**config.mk**
```make
export PLATFORM = sky130hd
export DESIGN_NAME = mux8_bus_arbiter
export DESIGN_NICKNAME = d
export VERILOG_FILES = /design/src/rtl/mux8_bus_arbiter_pkg.sv /design/src/rtl/mux8_bus_arbiter_rr_pick8.sv /design/src/rtl/mux8_bus_arbiter.sv
export SDC_FILE = /design/constraint.sdc
export NUM_CORES = 1
export LEC_CHECK = 0
export BUFFER_PORTS_ARGS = -buffer_cell sky130_fd_sc_hd__buf_2
export CAP_MARGIN = 20
export CORE_MARGIN = 1
export CORE_UTILIZATION = 50
export DETAILED_ROUTE_END_ITERATION = 8
export PLACE_DENSITY = 0.72
export SLEW_MARGIN = 20
export SYNTH_ARGS = -nofsm -noshare
export SYNTH_HDL_FRONTEND = slang
export SYNTH_SLANG_ARGS = --single-unit
```
**constraint.sdc**
```tcl
create_clock -name clk -period 4.45 [get_ports clk]
set_input_delay 0.2225 -clock clk [delete_from_list [all_inputs] [get_ports clk]]
set_output_delay 0.2225 -clock clk [all_outputs]
set_load 0.1 [all_outputs]
```
**src/rtl/mux8_bus_arbiter_pkg.sv**
```systemverilog
// Shared widths, FSM state type and helpers for the mux8 round-robin bus arbiter.
package mux8_bus_arbiter_pkg;

  localparam int unsigned NREQ    = 8;
  localparam int unsigned SELW    = 3;
  localparam int unsigned MAXHOLD = 16;
  localparam int unsigned CNTW    = $clog2(MAXHOLD);

  typedef enum logic {
    ST_IDLE  = 1'b0,
    ST_GRANT = 1'b1
  } arb_state_e;

  function automatic logic [NREQ-1:0] onehot(input logic [SELW-1:0] idx);
    return NREQ'(1) << idx;
  endfunction

endpackage

```
**src/rtl/mux8_bus_arbiter_rr_pick8.sv**
```systemverilog
// Combinational round-robin pick: first set request scanning last+1, last+2, ... mod 8.
module rr_pick8
  import mux8_bus_arbiter_pkg::*;
(
  input  logic [NREQ-1:0] req,
  input  logic [SELW-1:0] last,
  output logic            any,
  output logic [SELW-1:0] win
);

  logic            found;
  logic [SELW-1:0] idx;

  always_comb begin
    any   = |req;
    win   = '0;
    found = 1'b0;
    idx   = '0;
    // Offset NREQ wraps back to last itself, so the previous owner is scanned last.
    for (int unsigned i = 1; i <= NREQ; i++) begin
      idx = last + SELW'(i);
      if (!found && req[idx]) begin
        win   = idx;
        found = 1'b1;
      end
    end
  end

endmodule

```
**src/rtl/mux8_bus_arbiter.sv**
```systemverilog
// Round-robin arbiter sharing one mux8 among 8 requesters; holds grant until request drops.
// Optional forced revocation after MAXHOLD cycles when MUX8_ARB_TIMEOUT_EN is defined.
module mux8_bus_arbiter
  import mux8_bus_arbiter_pkg::*;
(
  input  logic            clk,
  input  logic            rst_n,
  input  logic [NREQ-1:0] req,
  output logic [NREQ-1:0] gnt,
  output logic [SELW-1:0] sel,
  output logic            busy,
  output logic            tmo
);

  arb_state_e      state_q, state_d;
  logic [NREQ-1:0] gnt_q, gnt_d;
  logic [SELW-1:0] sel_q, sel_d;
  logic            busy_q, busy_d;
  logic [SELW-1:0] last_q, last_d;
  logic [NREQ-1:0] elig;
  logic            pick_any;
  logic [SELW-1:0] pick_win;

`ifdef MUX8_ARB_TIMEOUT_EN
  logic [CNTW-1:0] cnt_q, cnt_d;
  logic [NREQ-1:0] mask_q, mask_d;
  logic            tmo_q, tmo_d;

  assign elig = req & ~mask_q;
  assign tmo  = tmo_q;
`else
  assign elig = req;
  assign tmo  = 1'b0;
`endif

  rr_pick8 u_pick (
    .req  (elig),
    .last (last_q),
    .any  (pick_any),
    .win  (pick_win)
  );

  always_ff @(posedge clk or negedge rst_n) begin
    if (!rst_n) begin
      state_q <= ST_IDLE;
      gnt_q   <= '0;
      sel_q   <= '0;
      busy_q  <= 1'b0;
      last_q  <= SELW'(NREQ - 1);
`ifdef MUX8_ARB_TIMEOUT_EN
      cnt_q   <= '0;
      mask_q  <= '0;
      tmo_q   <= 1'b0;
`endif
    end else begin
      state_q <= state_d;
      gnt_q   <= gnt_d;
      sel_q   <= sel_d;
      busy_q  <= busy_d;
      last_q  <= last_d;
`ifdef MUX8_ARB_TIMEOUT_EN
      cnt_q   <= cnt_d;
      mask_q  <= mask_d;
      tmo_q   <= tmo_d;
`endif
    end
  end

  always_comb begin
    state_d = state_q;
    gnt_d   = gnt_q;
    sel_d   = sel_q;
    busy_d  = busy_q;
    last_d  = last_q;
`ifdef MUX8_ARB_TIMEOUT_EN
    cnt_d   = cnt_q;
    tmo_d   = 1'b0;
    // A revoked requester becomes eligible again once it has dropped its request.
    mask_d  = mask_q & req;
`endif
    unique case (state_q)
      ST_IDLE: begin
        if (pick_any) begin
          gnt_d   = onehot(pick_win);
          sel_d   = pick_win;
          busy_d  = 1'b1;
          last_d  = pick_win;
          state_d = ST_GRANT;
`ifdef MUX8_ARB_TIMEOUT_EN
          cnt_d   = '0;
`endif
        end
      end
      ST_GRANT: begin
        if (!req[last_q]) begin
          gnt_d   = '0;
          busy_d  = 1'b0;
          state_d = ST_IDLE;
        end
`ifdef MUX8_ARB_TIMEOUT_EN
        else if (cnt_q == CNTW'(MAXHOLD - 1)) begin
          gnt_d          = '0;
          busy_d         = 1'b0;
          tmo_d          = 1'b1;
          mask_d[last_q] = 1'b1;
          state_d        = ST_IDLE;
        end else begin
          cnt_d = cnt_q + CNTW'(1);
        end
`endif
      end
      default: state_d = ST_IDLE;
    endcase
  end

  assign gnt  = gnt_q;
  assign sel  = sel_q;
  assign busy = busy_q;

endmodule

```
==> metrics.cfg, run 1 <==
[place]
dpl-instance-area_um2=1738
gp_congestion=0.8764
final_hpwl_dp_mm=2.985
port_buffers=21
dp.cells=221

[run]
max_cap_violations=0

[yosys]
yosys.cell_types.count=58
synth-async-reset-ratio=1.000
dominantRegCellSynth=sky130_fd_sc_hd__dfrtp_1
synth_enable_flop_cells=0
synth-seq-area-share=0.2483
avgSynthCellArea_um2=9.866
mappedNetlistNets=177
mappedNetlistArea_um2=1628
synth_seq_cells=16
synth_warnings=0
post_synth_inst_count=165

[clock_tree]
postCtsHoldBufs=1
path_clk_slew_ns=0.09
tritoncts_num_sinks=16
insertion_delay_to_the_later_sink_of_the_worst_skew_pair_ns=0.30
tritoncts=done
ctsResizeCount=0
cts_root_buffer=sky130_fd_sc_hd__clkbuf_4
post_cts_setup_bufs=0
cts_max_path_buffers=2
cts.htree.levels=1
numCtsBuffers=3

[worst_setup_path]
worstPathArrival_ns=4.00
cp_top_family=compound AO/OA/AOI/OAI gates
critPathBufInv=2
start_kind=flop
timing.critical_path.slowest_stage_cell=sky130_fd_sc_hd__dfstp_2
critical-path-max-stage-delay_ns=0.83
critPathKind=reg2reg
worstPathCellList=inv_1 -> ha_1 -> inv_1 -> mux4_2 -> o32a_4 -> a21oi_2 -> or4b_4 -> a211oi_1 -> a22o_1
critical_path.max_fanout=20
crit_path_end_kind=flop
path_common_cell=sky130_fd_sc_hd__inv_1
worst-endpoint-required_ns=4.69

[detailed_routing]
drt.antenna.violating_nets=0
post_drt_wl_per_cell_um=17.75
top_layer_used=met4
routed_via_density=6.628
wl_met1_mm=1.692
routed-via-count=1498
detail_route.iter0.violations=90
first_pass_iters=4
wl_met2_mm=1.926
met3_length_um=296
drcViolationCount=0
finalWirelength_mm=4.012

[timing]
clock_skew_ns=0.002543
report.final.slew_viol_count=0
hold_viol_final=0
slew_headroom=0.5601
setup-tns-final_ns=0
timing.final.crit_period_ns=3.754
fmaxAchievable_ghz=0.2664
final_worst_path_period_share=0.8437
hold_ws_ns=0.3511
setup_viol_count_final=0
setup_repair_after_global_routing_missed_its_margin=false
tightest_slew_ns=0.6598

[global_route]
antenna_violations_before_repair=0
grt_start_max_net_pins=22
grt_pass1_wl_mm=6.665
track_usage=0.2531
first_global_vias=1474
global_route.overflow_total=0

[worst_hold_path]
min_path_type=in2async

[die]
fp.dieArea_um2=3488
floorplan.die.height_um=59.06
fp-row-count=20
io_pins=23
die_x_um=59.06
core_region_area_um2=3078
start_util=0.5289

[final_layout]
antenna_cells=0
stdcell_area_um2=1784
syn2layout_area_growth_pct=9.608
final_cell_count_no_fill=226
post_route_cells_drive_above_1_share=0.2637
layout.nets=195

[status]
outcome=complete, no violations

## cells in the mapped netlist, types with 3 or more instances
library cell | instances | area share
sky130_fd_sc_hd__nor2_1 | 18 | 0.042
sky130_fd_sc_hd__nand2_1 | 16 | 0.037
sky130_fd_sc_hd__dfrtp_1 | 13 | 0.20
sky130_fd_sc_hd__a211oi_1 | 6 | 0.028
sky130_fd_sc_hd__a21oi_1 | 6 | 0.018
sky130_fd_sc_hd__inv_1 | 6 | 0.014
sky130_fd_sc_hd__mux2_2 | 6 | 0.042
sky130_fd_sc_hd__mux4_2 | 6 | 0.083
sky130_fd_sc_hd__a32o_1 | 5 | 0.031
sky130_fd_sc_hd__mux4_1 | 5 | 0.081
sky130_fd_sc_hd__a22o_1 | 4 | 0.022
sky130_fd_sc_hd__clkbuf_1 | 4 | 0.0092
sky130_fd_sc_hd__dfstp_2 | 3 | 0.048
sky130_fd_sc_hd__mux2i_1 | 3 | 0.018
sky130_fd_sc_hd__nor3_1 | 3 | 0.0092
sky130_fd_sc_hd__nor3b_1 | 3 | 0.014
sky130_fd_sc_hd__o21ai_0 | 3 | 0.0092
sky130_fd_sc_hd__xor2_1 | 3 | 0.016
## cell families (layout without fill, tap and decap cells)
group           Yosys count  after routing  share of synthesized area
buf+inv                  16             33                    0.04919
simple gates             55             55                     0.1729
other cells               1              1                   0.002304
mux                      22             22                     0.2421
compound gates           49             49                     0.2483
flops                    16             16                     0.2483
fa+ha+maj                 2              2                    0.01537
xor+xnor                  4              4                    0.02153
## stage by stage
step | util | setup WS (ns)
2_1_floorplan | - | 0.7798
3_3_place_gp | 0.5646 | 0.7981
3_5_place_dp | 0.5646 | 0.7222
4_1_cts | 0.5797 | 0.6958
5_1_grt | 0.5797 | 0.5445
6_report | 0.5797 | 0.6956
## registers in the layout, indices dropped and copies added, names as in the netlist
register,cells
last_q,3
sel,3
busy,1
gnt,8
state_q,1
## final timing paths
check | depth (start not counted) | startpoint | slack (ns) | endpoint
worst min-delay path | 2 | rst_n | 0.35 | gnt[0]
worst min register to register | 2 | sel[2] | 0.49 | sel[2]
max in group asynchronous | 2 | rst_n | 3.80 | last_q[1]
worst max register to register | 9 | last_q[0] | 0.70 | gnt[0]
min in group clk | 4 | req[1] | 0.42 | state_q
worst max-delay path | 9 | last_q[0] | 0.70 | gnt[0]
## cells in the final DEF (no fill, tap or decap), drive strengths merged, types with 2 or more instances in the layout
cell     Yosys  final
buf          6     22
nor2        18     18
nand2       16     16
dfrtp       13     13
mux4        11     11
mux2         8      8
a21oi        7      7
inv          6      6
a211oi       6      6
a32o         5      5
a22o         4      4
clkbuf       4      4
mux2i        3      3
xor2         3      3
nor3b        3      3
nor3         3      3
o21ai        3      3
dfstp        3      3
o21a         2      2
nand2b       2      2
nor2b        2      2
a211o        2      2
nand3b       2      2
and3b        2      2
o2bb2ai      2      2
a21o         2      2
ha           2      2
and3         2      2
## area by class of cell
class / instances / area, um2
fill: 283 / 1294
multi-input combinational: 133 / 1144
sequential: 16 / 404.1
timing repair buffer: 23 / 122.6
tap: 44 / 55.05
clock buffer: 4 / 36.28
inverter: 6 / 22.52
## metal layers
metal | up-vias | global-route usage
met3 | 11 | 0.05022
li1 | 686 | -
met5 | - | 0
met1 | 729 | 0.3361
met4 | 0 | 0.08163
met2 | 72 | 0.4156
Power of run 1 is left out: the tool's default activity adds up to more than one toggle a clock period on the data nets, which glitch-free logic cannot reach.
==> inputs of run 2 (changes only) <==
==> constraint.sdc (replaced) <==
create_clock -name clk -period 3.6 [get_ports clk]
set_input_delay 0.18 -clock clk [delete_from_list [all_inputs] [get_ports clk]]
set_output_delay 0.18 -clock clk [all_outputs]
set_load 0.1 [all_outputs]
==> metrics.cfg, run 2 (synthesis gave the netlist of run 1 again) <==
[die]
start_util=0.5289  ; unchanged
core_region_area_um2=3078  ; unchanged
die_x_um=59.06  ; unchanged
io_pins=23  ; unchanged
fp-row-count=20  ; unchanged
floorplan.die.height_um=59.06  ; unchanged
fp.dieArea_um2=3488  ; unchanged

[run]
max_cap_violations=0  ; unchanged

[global_route]
grt_pass1_wl_mm=6.548  ; -1.8%
global_route.overflow_total=0  ; unchanged
first_global_vias=1342  ; -9.0%
track_usage=0.2493  ; -0.003847
grt_start_max_net_pins=22  ; unchanged
antenna_violations_before_repair=0  ; unchanged

[worst_setup_path]
critical_path.max_fanout=17  ; -15%
worstPathArrival_ns=3.46  ; -0.54 ns
r2r_slack_ns=0.37  ; -0.32 ns
crit_path_end_kind=flop
start_kind=flop
worst-endpoint-required_ns=3.84  ; -0.85 ns
critPathKind=reg2reg

[timing]
slew_headroom=0.5684  ; +0.008273
setup_repair_after_global_routing_missed_its_margin=false
final_worst_path_period_share=0.8968  ; +0.05316
fmaxAchievable_ghz=0.3097  ; +16%
setup_viol_count_final=0  ; unchanged
clock_skew_ns=0.001990  ; -0.0005536 ns
setup-tns-final_ns=0  ; unchanged
hold_ws_ns=0.3275  ; -0.02360 ns
tightest_slew_ns=0.6474  ; -0.01241 ns
hold_viol_final=0  ; unchanged
timing.final.crit_period_ns=3.229  ; -0.5258 ns
report.final.slew_viol_count=0  ; unchanged

[detailed_routing]
routed-via-count=1486  ; -0.80%
drt.antenna.violating_nets=0  ; unchanged
detail_route.iter0.violations=89  ; -1.1%
first_pass_iters=4  ; unchanged
drcViolationCount=0  ; unchanged
finalWirelength_mm=3.964  ; -1.2%
routed_via_density=6.518  ; -1.7%
post_drt_wl_per_cell_um=17.39  ; -2.1%

[clock_tree]
path_clk_slew_ns=0.09  ; about the same
post_cts_setup_bufs=0  ; unchanged
numCtsBuffers=3  ; unchanged
cts.htree.levels=1  ; unchanged
tritoncts_num_sinks=16  ; unchanged
cts_root_buffer=sky130_fd_sc_hd__clkbuf_4
tritoncts=done
insertion_delay_to_the_later_sink_of_the_worst_skew_pair_ns=0.29  ; about the same
cts_max_path_buffers=2  ; unchanged

[final_layout]
syn2layout_area_growth_pct=10.53
mostFrequentLayoutCell=sky130_fd_sc_hd__buf_2
filler_cell_count_in_the_final_layout=282  ; -0.35%
max_ffs_per_register=8  ; unchanged
layout_common_cells=21 x sky130_fd_sc_hd__buf_2, 18 x sky130_fd_sc_hd__nor2_1, 16 x sky130_fd_sc_hd__nand2_1, 13 x sky130_fd_sc_hd__dfrtp_1
antenna_cells=0  ; unchanged
layout.nets=197  ; +1.0%
post_route_cells_drive_above_1_share=0.2772  ; +0.01344
postLayoutCoreUtil=0.5846  ; +0.004878

[worst_hold_path]
min_path_type=in2async

[place]
final_hpwl_dp_mm=2.933  ; -1.7%
gp_congestion=0.9775  ; +12%
port_buffers=21  ; unchanged

[status]
outcome=complete, no violations

==> run 2: worst paths after layout <==
check	from	end	cells past startpoint
hold / removal	rst_n	gnt[2]	2
max in group asynchronous	rst_n	last_q[1]	2
min in group clk	req[1]	state_q	4
hold reg to reg	sel[2]	sel[2]	2
setup reg to reg	last_q[0]	gnt[2]	8
setup / recovery	last_q[0]	gnt[2]	8
==> run 2: metrics by stage <==
step | setup slack, ns | cells | instance area (um2)
2_1_floorplan | 0.02354 | 165 | 1630
3_3_place_gp | 0.4490 | 223 | 1753
3_5_place_dp | 0.4131 | 223 | 1753
4_1_cts | 0.3850 | 228 | 1799
5_1_grt | 0.2396 | 228 | 1799
6_report | 0.3714 | 228 | 1799
==> run 2: repair_timing <==
action                                 in CTS  in global routing
endpoints found under the hold margin      13                  0
gates resized for setup                     0                  0
hold buffers                                1                  0
==> run 2: layout make-up <==
type	count	area, um2	area share
multi-input combinational	133	1144	0.6356
timing repair buffer	25	137.6	0.07649
inverter	6	22.52	0.01252
tap	44	55.05	0.03060
sequential	16	404.1	0.2246
clock buffer	4	36.28	0.02017
==> run 2: metal layers <==
metal / wire length (um) / part of all wire / vias to the layer above / global-route usage
met5: 0 / 0 / - / 0
met4: 40 / 0.010 / 0 / 0.04422
met3: 168 / 0.042 / 6 / 0.04585
met2: 1853 / 0.47 / 50 / 0.3782
met1: 1901 / 0.48 / 737 / 0.3755
li1: - / - / 693 / -
==> run 2: critical path, stage by stage (launching register included) <==
cell and delay [ns]:
sky130_fd_sc_hd__dfstp_2 0.56, sky130_fd_sc_hd__buf_4 0.26, sky130_fd_sc_hd__mux2_2 0.40, sky130_fd_sc_hd__mux4_2 0.49, sky130_fd_sc_hd__o32a_4 0.35, sky130_fd_sc_hd__a21oi_2 0.11
sky130_fd_sc_hd__or4b_4 0.47, sky130_fd_sc_hd__a211oi_1 0.35, sky130_fd_sc_hd__a22o_1 0.17
Power of run 2 is left out for the same reason.
==> inputs of run 3 (changes only) <==
--- a/config.mk
+++ b/config.mk
@@ -11,6 +11,7 @@
 export CORE_UTILIZATION = 50
 export DETAILED_ROUTE_END_ITERATION = 8
 export PLACE_DENSITY = 0.72
+export RECOVER_POWER = 25
 export SLEW_MARGIN = 20
 export SYNTH_ARGS = -nofsm -noshare
 export SYNTH_HDL_FRONTEND = slang
==> metrics.cfg, run 3 (synthesis gave the netlist of run 1 again) <==
[global_route]
antenna_violations_before_repair=0  ; unchanged
global_routing_met1_resource_utilization=0.3755  ; unchanged
first_global_vias=1342  ; unchanged
grt.met2_usage=0.3782  ; unchanged
global_route.usage.met3=0.04585  ; unchanged
track_usage=0.2493  ; unchanged
grt_start_max_net_pins=22  ; unchanged
grt_busiest_layer=met2
global_route.overflow_total=0  ; unchanged
grt_pass1_wl_mm=6.548  ; unchanged

[final_layout]
mostFrequentLayoutCell=sky130_fd_sc_hd__buf_2
postLayoutCoreUtil=0.5841  ; about the same
layout.nets=197  ; unchanged
layout_common_cells=20 x sky130_fd_sc_hd__buf_2, 18 x sky130_fd_sc_hd__nor2_1, 16 x sky130_fd_sc_hd__nand2_1, 13 x sky130_fd_sc_hd__dfrtp_1
max_ffs_per_register=8  ; unchanged
antenna_cells=0  ; unchanged
post_route_cells_drive_above_1_share=0.2717  ; -0.005435
stdcell_area_um2=1798  ; about the same
syn2layout_area_growth_pct=10.45  ; about the same

[worst_setup_path]
worst_setup_path_startpoint=last_q[0]
timing.rr.start=last_q[0]
start_kind=flop
timing.critical_path.slowest_stage_cell=sky130_fd_sc_hd__dfstp_2
depth_of_the_worst_register_to_register_path=8  ; unchanged
critPathBufInv=1  ; unchanged
worst-endpoint-required_ns=3.84  ; about the same
crit_path_end_kind=flop
cp_top_family=compound AO/OA/AOI/OAI gates
critical_path.reg2reg.endpoint=gnt[2]
critical_path.max_fanout=17  ; unchanged
critPathKind=reg2reg
worstPathArrival_ns=3.47  ; about the same
critical-path-max-stage-delay_ns=0.57  ; about the same
worstPathCellList=buf_4 -> mux2_2 -> mux4_2 -> o32a_4 -> a21oi_2 -> or4b_4 -> a211oi_1 -> a22o_1
r2r_slack_ns=0.37  ; about the same

[clock_tree]
tritoncts=done
cts_root_buffer=sky130_fd_sc_hd__clkbuf_4
numCtsBuffers=3  ; unchanged
post_cts_setup_bufs=0  ; unchanged
insertion_delay_to_the_later_sink_of_the_worst_skew_pair_ns=0.29  ; about the same
tritoncts_num_sinks=16  ; unchanged
path_clk_slew_ns=0.09  ; about the same
cts.htree.levels=1  ; unchanged
cts_max_path_buffers=2  ; unchanged

[detailed_routing]
detail_route.iter0.violations=86  ; -3.4%
post_drt_wl_per_cell_um=17.42  ; +0.20%
drcViolationCount=0  ; unchanged
routed_via_density=6.522  ; about the same
finalWirelength_mm=3.972  ; +0.20%
drt.antenna.violating_nets=0  ; unchanged
first_pass_iters=4  ; unchanged
routed-via-count=1487  ; +0.067%

[run]
max_cap_violations=0  ; unchanged

[timing]
setup_viol_count_final=0  ; unchanged
slew_headroom=0.4591  ; -0.1093
timing.final.crit_period_ns=3.231  ; +0.002279 ns
report.final.slew_viol_count=0  ; unchanged
setup_repair_after_global_routing_missed_its_margin=false
setup-tns-final_ns=0  ; unchanged
worst_slack_ns=0.3691  ; -0.002279 ns
hold_viol_final=0  ; unchanged
final_worst_path_period_share=0.8975  ; about the same
fmaxAchievable_ghz=0.3095  ; about the same
tightest_slew_ns=0.8114  ; +0.1640 ns
clock_skew_ns=0.001492  ; -0.0004979 ns

[die]
start_util=0.5289  ; unchanged
core_region_area_um2=3078  ; unchanged
fp-row-count=20  ; unchanged
floorplan.die.height_um=59.06  ; unchanged
die_x_um=59.06  ; unchanged
io_pins=23  ; unchanged
fp.dieArea_um2=3488  ; unchanged

[worst_hold_path]
number_of_cells_on_the_worst_hold_path=4
holdPathEnd=state_q
min_path_type=in2reg
worst_hold_startpoint=req[1]

[place]
preCtsSetupSlack_ns=0.4131  ; unchanged
final_hpwl_dp_mm=2.933  ; unchanged
gp_congestion=0.9775  ; unchanged
dpl-instance-area_um2=1753  ; unchanged
port_buffers=21  ; unchanged

[status]
outcome=complete, no violations

[run 3: cell count changes in the layout (fill, tap and decap cells not counted)]
cell	delta
sky130_fd_sc_hd__buf_2	-1
sky130_fd_sc_hd__clkbuf_1	+1
[run 3: layout make-up]
class,instances,area [um2]
inverters,6,22.52
repair buffers,25,136.4
well taps,44,55.05
fillers,283,1280
flip-flops and latches,16,404.1
multi-input cells,133,1144
clock buffers,4,36.28
[run 3: tightest hold or removal path, cell delays in order]
cell                      delay [ns]
sky130_fd_sc_hd__buf_2          0.15
sky130_fd_sc_hd__nor2_1         0.08
sky130_fd_sc_hd__nand4_1        0.11
sky130_fd_sc_hd__o21a_1         0.12
[run 3: per-stage QoR]
stage          cells  hold WS (ns)
2_1_floorplan    165       -0.1156
3_3_place_gp     223       0.09258
3_5_place_dp     223        0.1044
4_1_cts          228        0.3266
5_1_grt          228        0.4095
6_report         228        0.3713
[run 3: per-layer routing]
layer,share of wire,routed length (um),up-vias
li1,-,-,692
met1,0.48,1899,734
met2,0.46,1846,53
met3,0.046,181,8
met4,0.011,44,0
met5,0,0,-
[run 3: how the worst max path moves through the flow]
stage	endpoint	slack, ns	cells past startpoint
3_5_place_dp	gnt[2]	0.41	8
4_1_cts	gnt[2]	0.39	8
6_report	gnt[2]	0.37	8
3_3_place_gp	gnt[2]	0.45	8
5_1_grt	gnt[0]	0.24	8
2_1_floorplan	gnt[1]	0.02	12
[run 3: repair_timing]
action                                  4_1_cts  5_1_grt
endpoints found under the setup margin        0        0
resized for setup                             0        0
endpoints found under the hold margin        13        0
hold buffers                                  1        0
Power of run 3 is left out for the same reason.
